### config.mk
export PLATFORM = sky130hd
export DESIGN_NAME = tx_delay_ch
export DESIGN_NICKNAME = d
export VERILOG_FILES = /design/src/rtl/tx_delay_ch_pkg.sv /design/src/rtl/tx_dly_lut.sv /design/src/rtl/tx_delay_ch.sv
export SDC_FILE = /design/constraint.sdc
export NUM_CORES = 1
export LEC_CHECK = 0
export ABC_CLOCK_PERIOD_IN_PS = 2260
export CORE_MARGIN = 2
export CORE_UTILIZATION = 42
export CTS_CLUSTER_SIZE = 30
export DETAILED_ROUTE_END_ITERATION = 7
export GPL_ROUTABILITY_DRIVEN = 0
export HOLD_SLACK_MARGIN = 0.1
export PLACE_DENSITY = 0.69
export SYNTH_ARGS = -nofsm -noshare
export SYNTH_HDL_FRONTEND = slang
export SYNTH_SLANG_ARGS = --single-unit
### constraint.sdc
create_clock -name clk -period 2.26 [get_ports clk]
set_input_delay 0.452 -clock clk [delete_from_list [all_inputs] [get_ports clk]]
set_output_delay 0.452 -clock clk [all_outputs]
set_load 0.03 [all_outputs]
### src/rtl/tx_delay_ch_pkg.sv
// Shared sizing defaults for the transmit delay channel and its delay LUT.
package tx_delay_ch_pkg;

  // Default widths shared with the DBF channels
  localparam int unsigned TxAddrWd = 7;   // one LUT entry per transmit line
  localparam int unsigned TxDlyWd  = 12;  // transmit delay, clk cycles
  localparam int unsigned TxNcycWd = 4;   // burst length, full pulse cycles
  localparam int unsigned TxHalfWd = 4;   // pulse half-period, clk cycles

  // Number of LUT entries for a given address width
  function automatic int unsigned lut_depth(input int unsigned addr_wd);
    return 32'd1 << addr_wd;
  endfunction

endpackage

### src/rtl/tx_dly_lut.sv
// Per-line transmit delay table: one write port, one registered read-first read port.
// No reset on the array or read register so the table maps onto block RAM.
module tx_dly_lut
  import tx_delay_ch_pkg::*;
#(
  parameter int unsigned AddrWd = TxAddrWd,
  parameter int unsigned DlyWd  = TxDlyWd
) (
  input  logic              clk_i,
  input  logic              we_i,
  input  logic [AddrWd-1:0] waddr_i,
  input  logic [DlyWd-1:0]  wdata_i,
  input  logic              re_i,
  input  logic [AddrWd-1:0] raddr_i,
  output logic [DlyWd-1:0]  rdata_o
);

  localparam int unsigned Depth = lut_depth(AddrWd);

  logic [DlyWd-1:0] mem_q [Depth];
  logic [DlyWd-1:0] rdata_q;

  // Write and read on the same edge; the read sees the pre-write contents
  always_ff @(posedge clk_i) begin
    if (we_i) begin
      mem_q[waddr_i] <= wdata_i;
    end
    if (re_i) begin
      rdata_q <= mem_q[raddr_i];
    end
  end

  assign rdata_o = rdata_q;

endmodule

### src/rtl/tx_delay_ch.sv
// Transmit delay channel: on start, fetch the line's delay from the LUT, wait it out,
// then drive a bipolar burst of num_cycles pulse pairs with a programmable half-period.
module tx_delay_ch
  import tx_delay_ch_pkg::*;
#(
  parameter int unsigned ADDR_WD = TxAddrWd,
  parameter int unsigned DLY_WD  = TxDlyWd,
  parameter int unsigned NCYC_WD = TxNcycWd,
  parameter int unsigned HALF_WD = TxHalfWd
) (
  input  logic               clk,
  input  logic               rst_n,
  input  logic               start,
  input  logic               abort,
  input  logic [ADDR_WD-1:0] line_idx,
  input  logic [ADDR_WD-1:0] lut_addr,
  input  logic [DLY_WD-1:0]  lut_din,
  input  logic               lut_we,
  input  logic [NCYC_WD-1:0] num_cycles,
  input  logic [HALF_WD-1:0] half_period,
  output logic               tx_p,
  output logic               tx_n,
  output logic               tx_en,
  output logic               busy,
  output logic               done
);

  // State encodings
  localparam logic [2:0] StIdleEnc  = 3'd0;
  localparam logic [2:0] StFetchEnc = 3'd1;
  localparam logic [2:0] StDelayEnc = 3'd2;
  localparam logic [2:0] StFirePEnc = 3'd3;
  localparam logic [2:0] StFireNEnc = 3'd4;
  localparam logic [2:0] StDoneEnc  = 3'd5;

  typedef enum logic [2:0] {
    StIdle  = StIdleEnc,
    StFetch = StFetchEnc,
    StDelay = StDelayEnc,
    StFireP = StFirePEnc,
    StFireN = StFireNEnc,
    StDone  = StDoneEnc
  } state_e;

  localparam logic [DLY_WD-1:0]  DlyOne  = DLY_WD'(1);
  localparam logic [NCYC_WD-1:0] NcycOne = NCYC_WD'(1);
  localparam logic [HALF_WD-1:0] HalfOne = HALF_WD'(1);

  state_e               state_q, state_d;
  logic [DLY_WD-1:0]    dly_cnt_q, dly_cnt_d;
  logic [HALF_WD-1:0]   half_cnt_q, half_cnt_d;
  logic [HALF_WD-1:0]   half_lat_q, half_lat_d;
  logic [NCYC_WD-1:0]   cyc_cnt_q, cyc_cnt_d;
  logic                 tx_p_q, tx_p_d;
  logic                 tx_n_q, tx_n_d;
  logic                 tx_en_q, tx_en_d;
  logic                 busy_q, busy_d;
  logic                 done_q, done_d;

  logic                 lut_re;
  logic [DLY_WD-1:0]    lut_rdata;
  state_e               burst_state;

  // Delay LUT; read is launched on the start edge so data is ready during FETCH
  tx_dly_lut #(
    .AddrWd (ADDR_WD),
    .DlyWd  (DLY_WD)
  ) u_lut (
    .clk_i   (clk),
    .we_i    (lut_we),
    .waddr_i (lut_addr),
    .wdata_i (lut_din),
    .re_i    (lut_re),
    .raddr_i (line_idx),
    .rdata_o (lut_rdata)
  );

  // Where the delay phase hands over to: the burst, or straight to DONE for an empty burst
  assign burst_state = (cyc_cnt_q != '0) ? StFireP : StDone;

  // Next-state and counter update; counters count down and stop at one, never wrapping
  always_comb begin
    state_d    = state_q;
    dly_cnt_d  = dly_cnt_q;
    half_cnt_d = half_cnt_q;
    half_lat_d = half_lat_q;
    cyc_cnt_d  = cyc_cnt_q;
    lut_re     = 1'b0;

    unique case (state_q)
      StIdle: begin
        if (start && !abort) begin
          state_d    = StFetch;
          lut_re     = 1'b1;
          // Burst shape is frozen here; later input changes do not reach this firing
          cyc_cnt_d  = num_cycles;
          half_lat_d = (half_period == '0) ? HalfOne : half_period;
        end
      end

      StFetch: begin
        dly_cnt_d  = lut_rdata;
        half_cnt_d = half_lat_q;
        if (lut_rdata != '0) begin
          state_d = StDelay;
        end else begin
          state_d = burst_state;
        end
      end

      StDelay: begin
        if (dly_cnt_q <= DlyOne) begin
          dly_cnt_d  = '0;
          half_cnt_d = half_lat_q;
          state_d    = burst_state;
        end else begin
          dly_cnt_d = dly_cnt_q - DlyOne;
        end
      end

      StFireP: begin
        if (half_cnt_q <= HalfOne) begin
          half_cnt_d = half_lat_q;
          state_d    = StFireN;
        end else begin
          half_cnt_d = half_cnt_q - HalfOne;
        end
      end

      StFireN: begin
        if (half_cnt_q <= HalfOne) begin
          if (cyc_cnt_q <= NcycOne) begin
            cyc_cnt_d  = '0;
            half_cnt_d = '0;
            state_d    = StDone;
          end else begin
            cyc_cnt_d  = cyc_cnt_q - NcycOne;
            half_cnt_d = half_lat_q;
            state_d    = StFireP;
          end
        end else begin
          half_cnt_d = half_cnt_q - HalfOne;
        end
      end

      StDone: begin
        state_d = StIdle;
      end

      default: begin
        state_d = StIdle;
      end
    endcase

    // Abort wins over everything and leaves no trace of the firing
    if (abort && (state_q != StIdle)) begin
      state_d    = StIdle;
      dly_cnt_d  = '0;
      half_cnt_d = '0;
      half_lat_d = '0;
      cyc_cnt_d  = '0;
    end
  end

  // Outputs decoded from the next state so the registered copies line up with the state
  always_comb begin
    tx_p_d  = (state_d == StFireP);
    tx_n_d  = (state_d == StFireN);
    tx_en_d = (state_d == StFetch) || (state_d == StDelay) ||
              (state_d == StFireP) || (state_d == StFireN);
    busy_d  = (state_d != StIdle);
    done_d  = (state_d == StDone);
  end

  // State, counters and output registers; reset drops the pulser drive immediately
  always_ff @(posedge clk or negedge rst_n) begin
    if (!rst_n) begin
      state_q    <= StIdle;
      dly_cnt_q  <= '0;
      half_cnt_q <= '0;
      half_lat_q <= '0;
      cyc_cnt_q  <= '0;
      tx_p_q     <= 1'b0;
      tx_n_q     <= 1'b0;
      tx_en_q    <= 1'b0;
      busy_q     <= 1'b0;
      done_q     <= 1'b0;
    end else begin
      state_q    <= state_d;
      dly_cnt_q  <= dly_cnt_d;
      half_cnt_q <= half_cnt_d;
      half_lat_q <= half_lat_d;
      cyc_cnt_q  <= cyc_cnt_d;
      tx_p_q     <= tx_p_d;
      tx_n_q     <= tx_n_d;
      tx_en_q    <= tx_en_d;
      busy_q     <= busy_d;
      done_q     <= done_d;
    end
  end

  assign tx_p  = tx_p_q;
  assign tx_n  = tx_n_q;
  assign tx_en = tx_en_q;
  assign busy  = busy_q;
  assign done  = done_q;

endmodule
After elaboration in Yosys (flattened, before gate mapping) --
Memory sizes are Yosys's and may differ from the RTL's. A register that Yosys moved wholly into a read port is not among the register bits. Index checks and enable logic that the tools add are counted. W data, S select, Z words.
Storage, ports and cells: register bits after elaboration 32, bits in writable memories 1536, bits of input ports 39, output and inout bits 5, memories 1
Cells by class: add/sub/neg operators 3, magnitude comparators 3, equal/unequal tests 12, mux-type cells 31, reduce and logical (&&, ||, !) cells 20
Memories:
- u_lut.mem_q | depth 128, width 12, rd ports 1, clocked after Yosys merged registers in 1, write ports 1, line tx_dly_lut.sv:20 | logic [DlyWd-1:0] mem_q [Depth];
Operator list (count):
- $mux W4 | 13
- $mux W12 | 2
- $mux W3 | 8
- $pmux W12 S2 | 1
- $pmux W4 S4 | 1
- $pmux W3 S5 | 1
- $eq A3 B2 Y1 const B | 4
- $le A12 B1 Y1 const B | 1
- $reduce_bool A12 Y1 | 1
- $reduce_bool A3 Y1 | 4
- $sub A12 B1 Y12 const B | 1
- $eq A3 B3 Y1 const B | 3
- $ne A3 B3 Y1 const B | 3
- $le A4 B1 Y1 const B | 2
- $pmux W4 S2 | 1
- $sub A4 B1 Y4 const B | 2
- $eq A3 B1 Y1 const B | 2
- $reduce_bool A5 Y1 | 1
- $logic_not A4 Y1 | 1
- $mux W1 | 4
- $reduce_and A2 Y1 | 2
- $reduce_bool A2 Y1 | 2
- $reduce_bool A4 Y1 | 1
- $logic_not A3 Y1 | 1
- 4 further kinds | 7

Depth between registers and ports, before layout --
Gate-level depths: netlist of the first run.
word-level depth 9, gate-level depth with buffers 9, mapped depth without buffers 8

By module --
A second synthesis of the first run with hierarchy kept.
Second synthesis, totals: cell total of the unflattened synthesis 2607, area, all modules 61362.6 µm²
By module, submodules not included:
- tx_dly_lut | times used 1, cells each 2362, area each 59248.1 µm²
- tx_delay_ch | times used 1, cells each 245, area each 2114.5 µm²

Worst setup path after synthesis of the first run --
OpenSTA, ideal clock, no wires.
path kind input port to flip-flop, start in line_idx[0], end reg u_lut.rdata_q[10], in the netlist u_lut.rdata_o[10] (read register of u_lut.mem_q) (data pin), arrival 2846 ps, path slack -846 ps, cell stages on the path 6, cell sequence buf_2 -> buf_1 -> mux4_2 -> mux4_2 -> mux4_2 -> mux2_2
RTL lines:
- from (decl) | line tx_delay_ch.sv:15 | input logic [ADDR_WD-1:0] line_idx,
- to (decl) | line tx_dly_lut.sv:21 | logic [DlyWd-1:0] rdata_q;

==> results by group, run 1 <==
STA
  – Least-Margin Pin Slew: 789 ps
  – # setup viols final: 12
  – Max Clock Skew: 38.4 ps
  – Period utilization: 1.14
  – Clock period minus worst slack: 2580 ps
  – Hold WS: 157 ps
  – Unrepaired setup endpoints after global routing: true
  – Final worst setup slack: -320 ps
  – Fmax: 388 MHz
  – Slew Limit Fails: 0
  – Slew Limit Headroom: 0.474
  – Hold Vio Cnt, Final: 0

Die
  – Core area: 145000 um^2
  – Row cnt: 140
  – Die X: 386 um
  – Die ar.: 149000 um^2
  – Starting Density: 0.422
  – DIE HEIGHT: 386 um
  – # IOs: 44

Power and ir drop
  – Cell internal pwr: 50.0 mW
  – Combinational power share: 0.081
  – Switching portion of total power: 0.223
  – P_leak: 23.2 nW
  – Clock share of power: 0.408
  – Worst VDD drop: 0.807 mV
  – Psw: 14.4 mW
  – Pwr dens: 884 nW/um^2
  – Part of the power in registers: 0.511
  – Pwr Total: 64.3 mW

Synth
  – Mapped Area: 61200 um^2
  – Synth Area in XOR/XNOR: 0.000858
  – Post-synthesis mux area share: 0.188
  – Main combinational cell family by area after synthesis: multiplexers
  – Most frequent cells after synthesis: edfxtp_1 (1548), mux4_2 (504), nor2_1 (152)
  – Post-Syn Area per Cell: 23.6 um^2
  – Simple-gate portion of the synthesized area: 0.0190
  – Synth Instances: 2599
  – Compound-gate portion of the synthesized area: 0.00809
  – Post-synth ARST share: 0.0203
  – Synth Area in Adders: 0.00143
  – Post-synth EDFFs: 1548
  – Register area share after synthesis: 0.772
  – Synth Flop Type: edfxtp_1
  – Yosys top cell area share: 0.759
  – Synthesized flop and latch total: 1580
  – Count leader, synth: edfxtp_1
  – Synth area leaders: edfxtp_1 (76%), mux4_2 (19%), dfrtp_1 (1.3%)
  – Synthesis Warnings: 0
  – Syn_nets: 2645
  – Synth area leader: edfxtp_1
  – Number of distinct library cells after synthesis: 47

Critical path
  – Kind of critical path: flip-flop to flip-flop
  – Reg2Reg Depth: 4
  – CP most frequent cell: mux4_2
  – CP peak stage delay: 590 ps
  – CP Buf/Inv Count: 0
  – Worst R2R Setup Slack: -320 ps
  – Crit path from: u_lut.mem_q[13][2]
  – RR Startpoint: u_lut.mem_q[13][2]
  – Crit-path max FO: 1
  – CP Cell Sequence: mux4_2 -> mux4_2 -> mux4_2 -> mux2_4
  – Worst path required time: 2800 ps
  – CP arrival: 3120 ps
  – Reg2reg end: u_lut.rdata_o[2]
  – Worst Setup Start Kind: flip-flop
  – CP top delay family: multiplexers
  – Max stage delay cell, worst path: mux4_2
  – Worst setup EP type: flip-flop

GRT
  – Antenna violations before repair: 9
  – Grt met1 use: 0.275
  – Vias in the first global route: 29700
  – Largest net degree at the start of global routing: 129
  – Grt total ovfl: 0
  – Grt met3 use: 0.0484
  – First-pass GRT wire length: 211000 um
  – Total GRT Usage: 0.197
  – GRT met2 Usage: 0.314
  – GR peak layer: met2

Worst hold path
  – Worst hold path class: primary input to flip-flop
  – Worst Hold Path EP: u_lut.mem_q[12][6]
  – Worst hold start: lut_din[6]
  – Hold Path Stages: 1

Detailed routing
  – DR pass1 iterations: 5
  – Avg Vias per Cell: 5.86
  – Wirelength per Cell: 28.8 um
  – DR iter-0 viols: 3728
  – Antenna-violating nets left: 0
  – Via count: 29700
  – Final WL: 146000 um
  – DR DRC count: 0

Flow run
  – # Max-Cap Violations: 0

CTS
  – CTS tree: yes
  – Clock Latency Late Sink: 780 ps
  – Clock buffer count from CTS: 157
  – Clock-pin slew on the worst setup and hold paths: 60 ps
  – CTS Buffer Depth: 3
  – Number of clock sinks: 1580
  – H-tree depth: 4
  – Clock Root Buffer: clkbuf_16

Placement
  – Placed Cells: 4775
  – Post-DP HPWL: 91200 um
  – Setup WS pre-CTS: -1150 ps
  – Placed Area: 67300 um^2
  – IO Port Bufs: 43

Cells and area
  – Share of cells above drive strength 1: 0.358
  – Final nets: 3073
  – Non-filler cells, final: 5073
  – Post-route design area: 72800 um^2
  – Area Overhead vs Synth: 18.9%

Run status
  – Status: finished, violations left
  – Failing checks: setup timing
## cell families after synthesis
kind of cell	Yosys count
compound gates	78
xor+xnor	6
fa+ha+maj	7
buf+inv	146
flops	1580
mux	518
simple gates	264
## worst max path at each step
stage	endpoint	slack, ps	cells past startpoint
floorplan	u_lut.rdata_o[10]	-520	7
global placement	u_lut.rdata_o[5]	-1120	7
detailed placement	u_lut.rdata_o[5]	-1150	8
CTS	u_lut.rdata_o[6]	-330	4
global route	u_lut.rdata_o[7]	-360	4
finish	u_lut.rdata_o[2]	-320	4
## layout make-up
type,count,area (um^2)
antenna,1,2.50
clock buffer,187,4060
clock inverter,100,1160
fill,11000,72400
inverter,10,37.5
multi-input combinational,873,13400
sequential,1580,47300
tap,1917,2400
timing repair buffer,405,4460
## per-layer routing
layer	up-vias	part of all wire
li1	12000	-
met1	16000	0.40
met2	1511	0.49
met3	179	0.094
met4	10	0.019
met5	-	0.00040
## power by group through the flow
stage          logic, mW  clock network [mW]  registers [mW]
3_3_place_gp        4.93                   0            33.4
3_5_place_dp        5.13                   0            33.5
5_1_grt             5.57                27.7            32.9
4_1_cts             5.21                26.6            32.9
2_1_floorplan       3.01                   0            33.4
6_report            5.23                26.2            32.9
## cells in the final DEF (no fill, tap or decap), drive strengths merged, types with 7 or more instances in the layout
| cell type | n |
|---|---|
| edfxtp | 1548 |
| mux4 | 504 |
| buf | 372 |
| clkbuf | 187 |
| nor2 | 152 |
| clkinv | 69 |
| nand2 | 34 |
| dfrtp | 32 |
| o21ai | 25 |
| clkdlybuf4s50 | 22 |
| a21oi | 19 |
| bufinv | 19 |
| nor3 | 17 |
| inv | 16 |
| nand3 | 15 |
| mux2 | 14 |
| nor2b | 11 |
| ha | 7 |
## flip-flops by register name, summed over array words and instances (netlist names)
register,count
tx_p,1
state_q,3
half_cnt_q,4
done,1
cyc_cnt_q,4
u_lut.mem_q,1536
dly_cnt_q,12
u_lut.rdata_o,12
tx_en,1
busy,1
tx_n,1
half_lat_q,4
## what timing repair did
action,CTS,global route
setup buffers,1,2
endpoints found under the hold margin,69,0
hold buffers,5,0
endpoints found under the setup margin,16,16
gates resized for setup,18,4
gates cloned,2,0
## stage by stage
| stage | utilization | setup TNS (ps) |
|---|---|---|
| detailed placement | 0.464 | -173410 |
| finish | 0.501 | -3430 |
| CTS | 0.501 | -3470 |
| global route | 0.501 | -3660 |
| floorplan | - | -6600 |
| global placement | 0.464 | -114510 |
Power figures use the tool's default switching activity.
==> run 2: changes to the inputs <==
ABC_CLOCK_PERIOD_IN_PS = 2400   (was 2260)
CORE_UTILIZATION = 50   (was 42)
PLACE_DENSITY = 0.75   (was 0.69)
clock period = 2.4 ns   (was 2.26 ns; I/O delays follow)
==> run 2 against run 1 <==
Net effect:
- the run still ends with setup timing left
- non-clock buffer count fell by 27
- sequential share of layout area rose by 0.63 points
- worst setup slack improved by 80 ps
- combinational power fell by 5.0%
- sequential cell count did not move
- clock power fell by 8.4%
- critical endpoint is now u_lut.rdata_o[7]
==> results by group, run 2 (synthesized netlist as in run 1, its figures left out) <==
Run status
  – Status: finished, violations left (unchanged)
  – Failing checks: setup timing (unchanged)

STA
  – Hold WS: 127 ps (was 157 ps)
  – Slew Limit Headroom: 0.341 (was 0.474)
  – Period utilization: 1.10 (was 1.14)
  – Final worst setup slack: -240 ps (was -320 ps)
  – TNS Setup: -2100 ps (was -3430 ps)
  – Hold Vio Cnt, Final: 0 (unchanged)
  – # setup viols final: 12 (unchanged)
  – Fmax: 379 MHz (was 388 MHz)
  – Slew Limit Fails: 0 (unchanged)
  – Clock period minus worst slack: 2640 ps (was 2580 ps)
  – Unrepaired setup endpoints after global routing: true (unchanged)
  – Max Clock Skew: 36.6 ps (was 38.4 ps)
  – Least-Margin Pin Slew: 989 ps (was 789 ps)

Critical path
  – Kind of critical path: flip-flop to flip-flop (unchanged)
  – Worst Setup EP: u_lut.rdata_o[7] (was u_lut.rdata_o[2])
  – Worst path depth: 4 (unchanged)
  – CP top delay family: multiplexers (unchanged)
  – Worst setup EP type: flip-flop (unchanged)
  – Worst R2R Setup Slack: -240 ps (was -320 ps)
  – Crit-path max FO: 1 (unchanged)
  – Reg2reg end: u_lut.rdata_o[7] (was u_lut.rdata_o[2])
  – CP most frequent cell: mux4_2 (unchanged)
  – CP Cell Sequence: mux4_2 -> mux4_2 -> mux4_2 -> mux2_4 (unchanged)
  – Worst Setup Start Kind: flip-flop (unchanged)
  – Crit path from: u_lut.mem_q[4][7] (was u_lut.mem_q[13][2])
  – RR Startpoint: u_lut.mem_q[4][7] (was u_lut.mem_q[13][2])
  – Max stage delay cell, worst path: mux4_2 (unchanged)
  – CP Buf/Inv Count: 0 (unchanged)
  – CP peak stage delay: 560 ps (was 590 ps)
  – CP arrival: 3150 ps (was 3120 ps)
  – Reg2Reg Depth: 4 (unchanged)
  – Worst path required time: 2910 ps (was 2800 ps)

Detailed routing
  – Final WL: 156000 um (was 146000 um)
  – DR iter-0 viols: 4954 (was 3728)
  – Wirelength per Cell: 32.8 um (was 28.8 um)
  – Via count: 30800 (was 29700)
  – Avg Vias per Cell: 6.49 (was 5.86)
  – DR DRC count: 0 (unchanged)
  – DR pass1 iterations: 6 (was 5)
  – Antenna-violating nets left: 0 (unchanged)

Power and ir drop
  – P_leak: 23.0 nW (was 23.2 nW)
  – Worst VDD drop: 0.841 mV (was 0.807 mV)
  – Combinational power share: 0.083 (was 0.081)
  – Clock share of power: 0.400 (was 0.408)
  – Switching portion of total power: 0.221 (was 0.223)
  – Part of the power in registers: 0.517 (was 0.511)
  – Pwr dens: 831 nW/um^2 (was 884 nW/um^2)
  – Pwr Total: 59.9 mW (was 64.3 mW)
  – Psw: 13.2 mW (was 14.4 mW)
  – Cell internal pwr: 46.7 mW (was 50.0 mW)

Cells and area
  – Area Overhead vs Synth: 17.7% (was 18.9%)
  – Multi-input gate area: 13400 um^2 (about the same)
  – Largest register by flop count: u_lut.mem_q (unchanged)
  – Most frequent cells in the layout: edfxtp_1 (1548), mux4_2 (504), buf_4 (230) (was edfxtp_1 (1548), mux4_2 (504), buf_4 (268))
  – FF/Latch Area: 47300 um^2 (unchanged)
  – Non-filler cells, final: 4746 (was 5073)
  – Leading cell type in the layout, fill and taps excluded: edfxtp_1 (unchanged)
  – Fillers: 8105 (was 11000)
  – Final nets: 3043 (was 3073)
  – Share of cells above drive strength 1: 0.352 (was 0.358)
  – Largest register FFs: 1536 (unchanged)

CTS
  – CTS Buffer Depth: 3 (unchanged)
  – CTS tree: yes (unchanged)
  – Clock-pin slew on the worst setup and hold paths: 60 ps (about the same)
  – Number of clock sinks: 1580 (unchanged)
  – Clock Latency Late Sink: 770 ps (was 780 ps)
  – H-tree depth: 4 (unchanged)
  – Clock buffer count from CTS: 154 (was 157)
  – Clock Root Buffer: clkbuf_16 (unchanged)

Die
  – Starting Density: 0.503 (was 0.422)
  – Core area: 122000 um^2 (was 145000 um^2)
  – # IOs: 44 (unchanged)
  – Row cnt: 128 (was 140)
  – Die ar.: 125000 um^2 (was 149000 um^2)
  – DIE HEIGHT: 354 um (was 386 um)
  – Die X: 354 um (was 386 um)

GRT
  – Largest net degree at the start of global routing: 129 (unchanged)
  – Grt total ovfl: 0 (unchanged)
  – Total GRT Usage: 0.251 (was 0.197)
  – First-pass GRT wire length: 225000 um (was 211000 um)
  – Antenna violations before repair: 10 (was 9)
  – Vias in the first global route: 30900 (was 29700)

Placement
  – Post-DP HPWL: 93400 um (was 91200 um)
  – IO Port Bufs: 43 (unchanged)
  – Placed Cells: 4462 (was 4775)

Worst hold path
  – Worst hold path class: primary input to asynchronous set/reset pin (was primary input to flip-flop)

Flow run
  – # Max-Cap Violations: 0 (unchanged)
-- run 2: changes by cell type in the layout (fill, tap and decap cells not counted), sizes merged, moves of 4 or more --
| cell | previous run | this run |
|---|---|---|
| clkinv | 69 | 63 |
| buf | 372 | 350 |
| clkdlybuf4s50 | 22 | 26 |
| dlygate4sd3 | 5 | 1 |
| bufinv | 19 | 14 |
| inv | 16 | 12 |
| clkbuf | 187 | 194 |
| dlygate4sd2 | 4 | 0 |
-- run 2: worst min-delay path by stage --
stage,from,end,slack (ps),depth (start not counted)
after detailed placement,half_lat_q[1],half_lat_q[1],500,1
after global routing,lut_din[3],u_lut.mem_q[15][3],120,1
after global placement,dly_cnt_q[9],dly_cnt_q[9],480,1
final,rst_n,half_cnt_q[3],130,2
after floorplan,rst_n,busy,180,0
after CTS,rst_n,half_lat_q[2],110,2
-- run 2: through the flow --
step / cell area, um^2 / setup WS (ps) / utilization
2_1_floorplan: 61800 / -404 / -
3_3_place_gp: 66900 / -974 / 0.550
3_5_place_dp: 66900 / -975 / 0.550
4_1_cts: 72000 / -245 / 0.591
5_1_grt: 72100 / -265 / 0.592
6_report: 72100 / -240 / 0.592
-- run 2: area by class of cell --
type,instances,area share
sequential,1580,0.656
multi-input combinational,873,0.185
timing repair buffer,378,0.0603
clock buffer,193,0.0584
tap,1625,0.0282
clock inverter,83,0.0110
inverter,10,0.000521
antenna,4,0.000139
-- run 2: power by group through the flow --
stage          Sequential, mW  Combinational (mW)  Clock, mW
2_1_floorplan            31.4                2.83          0
3_3_place_gp             31.5                4.61          0
3_5_place_dp             31.5                4.80          0
4_1_cts                  30.9                4.87       24.2
5_1_grt                  31.0                5.24       25.2
6_report                 31.0                4.97       24.0
-- run 2: what timing repair did --
| item | CTS | global route |
|---|---|---|
| setup endpoints to repair | 12 | 13 |
| hold buffers | 1 | 0 |
| hold endpoints to repair | 5 | 0 |
| buffers inserted | 0 | 2 |
| resized for setup | 3 | 16 |
| cloned | 0 | 1 |
-- run 2: routing by layer --
metal / GRT usage / part of all wire / vias to the layer above
met4: 0.0859 / 0.034 / 10
met2: 0.398 / 0.49 / 2282
met3: 0.0513 / 0.11 / 327
met1: 0.354 / 0.37 / 16300
li1: - / - / 11900
met5: 0 / 0.00044 / -
